## src/rtl/ptr_fe_feeder_pkg.sv

```systemverilog
// Shared constants for the paper-tape front-end feeder: register map,
// STATUS bit positions and the delivery FSM encoding.
package ptr_fe_feeder_pkg;

    localparam logic [1:0] FE_DATA    = 2'd0;
    localparam logic [1:0] FE_CTRL    = 2'd1;
    localparam logic [1:0] FE_LOWMARK = 2'd2;
    localparam logic [1:0] FE_DEPTH   = 2'd3;

    localparam int ST_EMPTY   = 16;
    localparam int ST_FULL    = 17;
    localparam int ST_OVF     = 18;
    localparam int ST_STARVED = 19;
    localparam int ST_IRQEN   = 20;
    localparam int ST_BUSY    = 21;

    localparam int CTRL_FLUSH = 0;
    localparam int CTRL_CLR   = 1;
    localparam int CTRL_IRQEN = 2;

    typedef enum logic [1:0] {
        S_IDLE = 2'd0,
        S_SEND = 2'd1,
        S_HOLD = 2'd2
    } fe_state_e;

endpackage

```

## src/rtl/ptr_fe_feeder_fe_fifo.sv

```systemverilog
// Single-clock byte FIFO with show-ahead head, flush, and a level counter
// one bit wider than the pointers so that full and empty are distinct.
module fe_fifo #(
    parameter int DEPTH = 64,
    parameter int AW    = 6
) (
    input  logic          clk,
    input  logic          reset,
    input  logic          i_push,
    input  logic [7:0]    i_din,
    input  logic          i_pop,
    input  logic          i_flush,
    output logic [7:0]    o_head,
    output logic [AW:0]   o_level,
    output logic          o_empty,
    output logic          o_full
);

    logic [7:0]    r_mem [DEPTH];
    logic [AW-1:0] r_wr;
    logic [AW-1:0] r_rd;
    logic [AW:0]   r_level;
    logic          w_push_ok;
    logic          w_pop_ok;

    assign o_empty   = (r_level == '0);
    assign o_full    = (r_level == (AW+1)'(DEPTH));
    assign o_level   = r_level;
    assign o_head    = r_mem[r_rd];
    assign w_pop_ok  = i_pop & ~o_empty;
    // A pop in the same cycle frees the slot, so a push at full still lands.
    assign w_push_ok = i_push & (~o_full | w_pop_ok);

    always_ff @(posedge clk or posedge reset) begin
        if (reset) begin
            r_wr    <= '0;
            r_rd    <= '0;
            r_level <= '0;
        end else if (i_flush) begin
            r_wr    <= '0;
            r_rd    <= '0;
            r_level <= '0;
        end else begin
            if (w_push_ok) r_wr <= r_wr + 1'b1;
            if (w_pop_ok)  r_rd <= r_rd + 1'b1;
            r_level <= r_level + (AW+1)'(w_push_ok) - (AW+1)'(w_pop_ok);
        end
    end

    always_ff @(posedge clk) begin
        if (w_push_ok) r_mem[r_wr] <= i_din;
    end

endmodule

```

## src/rtl/ptr_fe_feeder.sv

```systemverilog
// Tape-image feeder: host fills a byte FIFO over Avalon; each reader request
// is answered with exactly one ptr_write strobe carrying the next frame.
module ptr_fe_feeder #(
    parameter int DEPTH = 64,
    parameter int AW    = 6
) (
    input  logic        clk,
    input  logic        reset,
    input  logic [1:0]  s_address,
    input  logic        s_write,
    input  logic [31:0] s_writedata,
    input  logic        s_read,
    output logic [31:0] s_readdata,
    output logic        irq,
    input  logic        fe_data_rq,
    output logic        ptr_write,
    output logic [31:0] ptr_writedata
);
    import ptr_fe_feeder_pkg::*;

    fe_state_e   r_state, w_state_nxt;
    logic [31:0] r_wdata, r_readdata, w_rd_mux, w_status;
    logic [AW:0] r_lowmark, w_level;
    logic        r_irq, r_irq_en, r_ovf, r_starved;
    logic        w_pop, w_starve, w_empty, w_full;
    logic        w_data_wr, w_ctrl_wr, w_low_wr, w_flush;
    logic [7:0]  w_head;
    logic        w_unused_wdata;

    assign w_data_wr      = s_write & (s_address == FE_DATA);
    assign w_ctrl_wr      = s_write & (s_address == FE_CTRL);
    assign w_low_wr       = s_write & (s_address == FE_LOWMARK);
    assign w_flush        = w_ctrl_wr & s_writedata[CTRL_FLUSH];
    assign w_unused_wdata = ^s_writedata[31:8];

    fe_fifo #(.DEPTH(DEPTH), .AW(AW)) u_fifo (
        .clk     (clk),
        .reset   (reset),
        .i_push  (w_data_wr),
        .i_din   (s_writedata[7:0]),
        .i_pop   (w_pop),
        .i_flush (w_flush),
        .o_head  (w_head),
        .o_level (w_level),
        .o_empty (w_empty),
        .o_full  (w_full)
    );

    always_ff @(posedge clk or posedge reset) begin
        if (reset) r_state <= S_IDLE;
        else       r_state <= w_state_nxt;
    end

    // HOLD waits for the request to fall so a stale level cannot double-deliver.
    always_comb begin
        w_state_nxt = r_state;
        w_pop       = 1'b0;
        w_starve    = 1'b0;
        case (r_state)
            S_IDLE: if (fe_data_rq) begin
                if (!w_empty) begin
                    w_pop       = 1'b1;
                    w_state_nxt = S_SEND;
                end else begin
                    w_starve    = 1'b1;
                end
            end
            S_SEND:  w_state_nxt = S_HOLD;
            S_HOLD:  if (!fe_data_rq) w_state_nxt = S_IDLE;
            default: w_state_nxt = S_IDLE;
        endcase
    end

    always_comb begin
        w_status             = '0;
        w_status[AW:0]       = w_level;
        w_status[ST_EMPTY]   = w_empty;
        w_status[ST_FULL]    = w_full;
        w_status[ST_OVF]     = r_ovf;
        w_status[ST_STARVED] = r_starved;
        w_status[ST_IRQEN]   = r_irq_en;
        w_status[ST_BUSY]    = (r_state != S_IDLE);
        case (s_address)
            FE_CTRL:    w_rd_mux = w_status;
            FE_LOWMARK: w_rd_mux = 32'(r_lowmark);
            FE_DEPTH:   w_rd_mux = 32'(DEPTH);
            default:    w_rd_mux = '0;
        endcase
    end

    always_ff @(posedge clk or posedge reset) begin
        if (reset) begin
            r_wdata    <= '0;
            r_readdata <= '0;
            r_lowmark  <= '0;
            r_irq      <= 1'b0;
            r_irq_en   <= 1'b0;
            r_ovf      <= 1'b0;
            r_starved  <= 1'b0;
        end else begin
            if (w_pop) r_wdata <= {24'b0, w_head};
            if (w_ctrl_wr) begin
                if (s_writedata[CTRL_CLR]) begin
                    r_ovf     <= 1'b0;
                    r_starved <= 1'b0;
                end
                r_irq_en <= s_writedata[CTRL_IRQEN];
            end
            // New events are set after the clear so they are never lost.
            if (w_data_wr & w_full & ~w_pop) r_ovf <= 1'b1;
            if (w_starve) r_starved <= 1'b1;
            if (w_low_wr) r_lowmark <= s_writedata[AW:0];
            r_irq <= r_irq_en & (w_level <= r_lowmark);
            if (s_read) r_readdata <= w_rd_mux;
        end
    end

    assign ptr_write     = (r_state == S_SEND);
    assign ptr_writedata = r_wdata;
    assign s_readdata    = r_readdata;
    assign irq           = r_irq;

endmodule

```

## config.mk

```make
export PLATFORM = sky130hd
export DESIGN_NAME = ptr_fe_feeder
export DESIGN_NICKNAME = d
export VERILOG_FILES = /design/src/rtl/ptr_fe_feeder_pkg.sv /design/src/rtl/ptr_fe_feeder_fe_fifo.sv /design/src/rtl/ptr_fe_feeder.sv
export SDC_FILE = /design/constraint.sdc
export NUM_CORES = 1
export LEC_CHECK = 0
export ABC_AREA = 1
export BUFFER_PORTS_ARGS = -buffer_cell sky130_fd_sc_hd__buf_2
export CELL_PAD_IN_SITES_DETAIL_PLACEMENT = 1
export CELL_PAD_IN_SITES_GLOBAL_PLACEMENT = 1
export CORE_AREA = 2 2 251 253
export DETAILED_ROUTE_END_ITERATION = 10
export DIE_AREA = 0 0 253 255
export HOLD_SLACK_MARGIN = 0.06
export PLACE_DENSITY_LB_ADDON = 0.05
export SLEW_MARGIN = 10
export SYNTH_ARGS = -nofsm -noshare
export SYNTH_HDL_FRONTEND = slang
export SYNTH_SLANG_ARGS = --single-unit
```

## constraint.sdc

```tcl
create_clock -name clk -period 4.3 [get_ports clk]
set_input_delay 0.215 -clock clk [delete_from_list [all_inputs] [get_ports clk]]
set_output_delay 0.215 -clock clk [all_outputs]
set_load 0.01 [all_outputs]
```

; Yosys cells after proc, flatten, opt, wreduce, memory -nomap -nowiden
; Memories as Yosys holds them, arrays and structs flattened. A register that Yosys moved wholly into a read port is not among the register bits.
; Cells that the tools add are included.
[classes]
eq_ne = 9
mux = 22
n_reduce_logical = 13
order_cmp = 1
add_sub_neg = 4
bitwise = 13
[op_table]
columns = op, n
row1 = $pmux 22 s3, 1
row2 = $mux 6, 4
row3 = $reduce_bool 2->1, 7
row4 = $add 6x1->6 const B, 2
row5 = $mux 1, 12
row6 = $and 1x1->1, 9
row7 = $add 7x1->7, 1
row8 = $eq 7x7->1 const B, 1
row9 = $le 7x7->1, 1
row10 = $logic_not 7->1, 1
row11 = $mux 7, 1
row12 = $sub 7x1->7, 1
row13 = $eq 2x2->1 const B, 3
row14 = $mux 2, 3
row15 = $ne 2x2->1 const B, 3
row16 = $pmux 2 s3, 1
row17 = $eq 2x1->1 const B, 2
row18 = $logic_not 2->1, 2
row19 = $reduce_and 2->1, 2
row20 = $not 1->1, 3
row21 = $reduce_and 3->1, 1
row22 = $or 1x1->1, 1
[totals]
mem_bits_rw = 512
regBits = 64
word_cells = 73
mem_count = 1
in_bits = 39
[memory_table]
columns = name, words, word_bits, rd, rd_ports_with_merged_regs, write_ports, line_no
row1 = u_fifo.r_mem, 64, 8, 1, 1, 1, ptr_fe_feeder_fe_fifo.sv:19  ; logic [7:0] r_mem [DEPTH];

; Depth between registers and ports, before layout
[depth]
word_depth = 10
depth_mapped = 19

; Modules after synthesis
; A second synthesis with hierarchy kept.
[unflattened]
cells_unflattened = 2361
area_unflattened_um2 = 24617.4
[modules_own_cells]
columns = mod, seq_area_each_um2, cells_per_inst, instances, area_each_um2
row1 = fe_fifo, 15850.2, 2135, 1, 22708.0
row2 = ptr_fe_feeder, 850.8, 226, 1, 1909.3

; Worst setup path after synthesis
; Ideal clock, no wire load.
[synth_timing]
path_type = reg2reg
startpoint = register u_fifo.r_level[2] (netlist: u_fifo.o_level[2])
endpoint = register u_fifo.r_level[6] (netlist: u_fifo.o_level[6])
setup_time_ns = 0.071
t_required_ns = 4.229
period_less_slack_ns = 2.855
n_path_buf = 1
path_stages_with_launch = 20
path_slack_ns = 1.445
arrival_time_ns = 2.784
cell_sequence = dfrtp_1 > inv_1 > ha_1 > nand3_1 > nor2_1 > nand2_1 > nand2_1 > clkbuf_1 > inv_1 > ha_1 > inv_1 > ha_1 > fa_1 > a21oi_1 > o21ai_0 > nand2_1 > a21oi_1 > o21ai_0 > nand2_1 > nor2_1
[synth_between]
elab_chain_len = 10
[synth_lines]
columns = element, line_no
row1 = start: declaration, ptr_fe_feeder_fe_fifo.sv:22  ; logic [AW:0] r_level;
row2 = start signal: assignment, ptr_fe_feeder_fe_fifo.sv:46  ; r_level <= r_level + (AW+1)'(w_push_ok) - (AW+1)'(w_pop_ok);
row3 = $logic_not 7->1, ptr_fe_feeder_fe_fifo.sv:26  ; assign o_empty = (r_level == '0);
row4 = $mux 1, ptr_fe_feeder.sv:61  ; if (!w_empty) begin
row5 = $mux 1, ptr_fe_feeder.sv:60  ; S_IDLE: if (fe_data_rq) begin
row6 = $mux 1, ptr_fe_feeder.sv:59  ; case (r_state)
row7 = $and 1x1->1, ptr_fe_feeder_fe_fifo.sv:30  ; assign w_pop_ok = i_pop & ~o_empty;
row8 = $or 1x1->1, ptr_fe_feeder_fe_fifo.sv:32  ; assign w_push_ok = i_push & (~o_full | w_pop_ok);
row9 = $and 1x1->1, ptr_fe_feeder_fe_fifo.sv:32
row10 = $add 7x1->7, ptr_fe_feeder_fe_fifo.sv:46
row11 = $sub 7x1->7 (*), ptr_fe_feeder_fe_fifo.sv:46
row12 = $mux 7 (*), ptr_fe_feeder_fe_fifo.sv:39  ; end else if (i_flush) begin
; Every way passes the cells marked *; elsewhere a longest branch is shown, timed or not.
; A chain may end at the register's enable or synchronous reset.

; Worst setup path after layout
[layout_timing]
startpoint = register u_fifo.r_level[3] (netlist: u_fifo.o_level[3])
endpoint = register u_fifo.r_level[6] (netlist: u_fifo.o_level[6])
; The elaborated chain is that of the path after synthesis.

==> results by stage <==
Synth:
- The number of enable-type register cells in the synthesized netlist is 512.
- The post-synthesis cell type count is 30.
- The Yosys step of the flow raised 0 warnings.
- Synthesis handed over a netlist of 2325 instances.
- The synthesized area divided by synthesized cell count is approximately 11 um^2.
- The cell area after synthesis is approximately 0.024 mm^2.
- The post-synthesis register bit count is 565.
- The proportion of synthesized chip area in sequential cells is between 60% and 70%.
- The dominant synthesized flop cell is sky130_fd_sc_hd__edfxtp_1.
- Of all flip-flops after synthesis, the portion carrying an async set or reset was about a tenth.

Floorplanning:
- The die width is between 200 and 300 um.
- The area of the placeable core is between 0.06 and 0.07 mm^2.
- The initial standard-cell utilization of the core is 39.31%.
- The y dimension of the die is about 260 um.
- The total I/O pin count is around 110.
- The die covers 0.06452 mm^2.
- In this run the core area contains 92 standard-cell rows.

Placement:
- Buffers placed on the I/O ports in this run total 37.
- The routability-driven placement congestion ratio is 0.8254.
- The placed cell count is ~3100.
- Detailed placement finished with a half-perimeter wire length of ~44000 um.
- The post-place setup slack is 1166 ps.

Power and ir drop:
- The worst-case IR drop observed on VDD is between 300 and 400 uV.
- In this run, flip-flops and latches consume between 30% and 40% of the power.
- In this run, the clock network consumes between 30 and 40% of the power.
- The internal power of the cells totals roughly 11 mW.
- In this run the static leakage power is 11.28 nW.
- The power per standard cell area is 600.3 mW/mm^2.
- The relative contribution of combinational cells to total power is 29.6%.
- The net switching power of the design is around 6.0 mW.
- Power comes to 16.75 mW.
- Net switching is around 36% of the power.

Global routing:
- The number of global-route vias before repair is approximately 17000.
- The first-pass GRT wire length is approximately 110000 um.
- The overall routing resource usage is 22.50%.
- The total congestion overflow after global routing is 0.
- The initial antenna violation count is 1.
- The largest net degree at the start of global routing is 138.

Job:
- The count of max-cap constraint violations is 0.

Clocking:
- The H-tree was split into 3 levels.
- The number of clock sinks is between 500 and 600.
- TritonCTS built the clock tree.
- At the later pin of the worst-skew pair, clock insertion delay measures approximately 600 ps.
- The count of buffers added by post-CTS timing repair for setup is 0.
- The clock-pin slew of the registers on the worst-case setup and hold paths is roughly 50 ps.
- The clock passes through at most 3 buffers.
- The total CTS buffers is 66.
- CTS placed an instance of sky130_fd_sc_hd__clkbuf_16 at the clock tree root.
- The number of buffers inserted for hold repair after clock tree synthesis is 8.
- Post-CTS repair changed the size of 0 cells.

Critical path:
- The arrival time of data at the critical path endpoint is between 3000 and 4000 ps.
- The required time of the critical path is ~4800 ps.
- The critical path is of the reg2reg type.
- The worst setup path is captured at a flip-flop.
- The startpoint type of the worst setup path is a flip-flop.
- Of all nets on the critical path, the largest fanout is 14.

Detailed routing:
- Once detail routing completed, the nets flagged for antenna violations numbered 0.
- The post-detailed-route via-to-cell ratio is 5.070.
- The overall routed net length is 70930 um.
- For this run, design rule violations remaining after detail routing come to 0.
- The number of DRC markers in iteration 0 is 932.
- The first-pass iteration count of the detailed router is 5.
- The vias after detailed routing is ~17000.
- The routed length per instance is 21.70 um.

Finish:
- From synthesis to final layout, the design area changed by 14.19%.
- For this run, the post-layout net count is roughly 2500.
- Leaving out fill and tap cells, the most frequent cell in the layout is sky130_fd_sc_hd__nand2_1.
- Of the cells placed in the final design, the portion with a size suffix greater than 1 is 9.397%.
- The finished layout holds roughly 3300 standard cells, fillers aside.
- The antenna diode count is 0.
- The library cells used most frequently in the layout, excluding fill and tap cells, are sky130_fd_sc_hd__nand2_1 (765), sky130_fd_sc_hd__edfxtp_1 (512), sky130_fd_sc_hd__nand3_1 (293).

Timing:
- The count of final setup violators is 0.
- The smallest hold slack is between 100 and 150 ps.
- The minimum clock period is approximately 3200 ps.
- In this run the tightest slew margin relative to its limit is 25.00%.
- The worst-margin pin slew is between 1000 and 1500 ps.
- The period utilization is roughly 73%.
- Static timing analysis puts the maximum clock frequency at 0.3168 GHz.
- Setup repair after global routing left no endpoint under its margin.
- Summed over all failing endpoints, the final setup total negative slack is 0 ps.
- The final count of hold timing violations is 0.
- The setup slack of the critical path after layout is 1143 ps.
- The clock skew after layout is approximately 17 ps.
- The count of final max-slew check failures is 0.

Worst hold path:
- The class of the most critical hold timing path is in2reg.

Status:
- The flow ran to the end, and the final reports show no timing, DRC or antenna violations.
## cell families (layout without fill, tap and decap cells)
family	after synthesis	after routing	synth area share [%]
xor gates and xnor gates	2	2	0.07170
and+or+nand+nor	1238	1238	20.68
muxes	1	1	0.04608
DFF	565	565	68.35
buffers and inverters	370	472	6.846
AOI/OAI and AO/OA	129	129	2.990
other	1	43	0.01535
adders and majority gates	19	19	1.004
## sequential cells by signal, indices dropped and copies added (netlist names)
register        count
u_fifo.o_level      7
irq                 1
ptr_writedata       8
u_fifo.r_wr         6
r_state             2
r_starved           1
u_fifo.r_mem      512
r_lowmark           7
r_ovf               1
r_irq_en            1
u_fifo.r_rd         6
s_readdata         13
## layout make-up
class	count	area, um^2
fillers	6808	34260
clock buffers	82	1848
repair buffers	142	1081
flip-flops and latches	565	16710
multi-input cells	1432	6218
inverters	214	810.8
well taps	799	999.7
clock inverters	34	235.2
## cells in the mapped netlist, types with 30 or more instances
cell type	number	share of area [%]
sky130_fd_sc_hd__clkbuf_1	40	0.61
sky130_fd_sc_hd__a21oi_1	54	1.1
sky130_fd_sc_hd__o211ai_1	30	0.92
sky130_fd_sc_hd__buf_2	50	1.0
sky130_fd_sc_hd__buf_4	55	1.7
sky130_fd_sc_hd__o21ai_0	32	0.66
sky130_fd_sc_hd__edfxtp_1	512	63
sky130_fd_sc_hd__inv_1	209	3.2
sky130_fd_sc_hd__nor2_1	160	2.5
sky130_fd_sc_hd__nand2_1	765	12
sky130_fd_sc_hd__nand3_1	293	6.0
sky130_fd_sc_hd__dfrtp_1	53	5.4
## worst paths after layout
check | from | cells past startpoint | end | slack, ps
max in group asynchronous | reset | 4 | u_fifo.r_rd[1] | 3360
setup / recovery | u_fifo.o_level[3] | 16 | u_fifo.o_level[6] | 1140
hold / removal | s_writedata[0] | 1 | u_fifo.r_mem[18][0] | 130
min in group asynchronous | reset | 4 | ptr_writedata[2] | 360
setup reg to reg | u_fifo.o_level[3] | 16 | u_fifo.o_level[6] | 1140
hold reg to reg | ptr_writedata[2] | 2 | ptr_writedata[2] | 490
## power by group through the flow
stage	combinational [mW]	clock, mW	sequential (mW)
global route	5.54	5.74	6.42
finish	4.96	5.40	6.39
CTS	5.05	5.55	6.39
floorplan	3.23	0	6.39
detailed placement	5.00	0	6.50
global placement	4.94	0	6.50
## worst max-delay path, cell delays in order (launching register included)
cell	delay (ps)
sky130_fd_sc_hd__dfrtp_1	410
sky130_fd_sc_hd__inv_1	120
sky130_fd_sc_hd__ha_1	160
sky130_fd_sc_hd__nand3_1	110
sky130_fd_sc_hd__nor3_1	300
sky130_fd_sc_hd__nand2_1	100
sky130_fd_sc_hd__nand2_1	100
sky130_fd_sc_hd__inv_1	210
sky130_fd_sc_hd__ha_1	320
sky130_fd_sc_hd__fa_1	430
sky130_fd_sc_hd__a21oi_1	130
sky130_fd_sc_hd__o21ai_0	140
sky130_fd_sc_hd__nand2_1	90
sky130_fd_sc_hd__a21oi_1	70
sky130_fd_sc_hd__o21ai_0	190
sky130_fd_sc_hd__nand2_1	70
sky130_fd_sc_hd__nor2_1	120
## per-layer routing
metal  track usage [%]  vias up  wire length [um]
met3             2.603      103              2317
met4             8.453        0              2334
met2             36.92      277             33720
li1                  -     7858                 -
met1             30.89     8330             32560
met5                 0        -                 0
## per-stage QoR
stage          utilization, %  area, um^2
6_report                44.89       27900
5_1_grt                 44.89       27900
4_1_cts                 44.89       27900
3_5_place_dp            41.41       25740
3_3_place_gp            41.41       25740
2_1_floorplan               -       24590
Power figures use the tool's default switching activity.
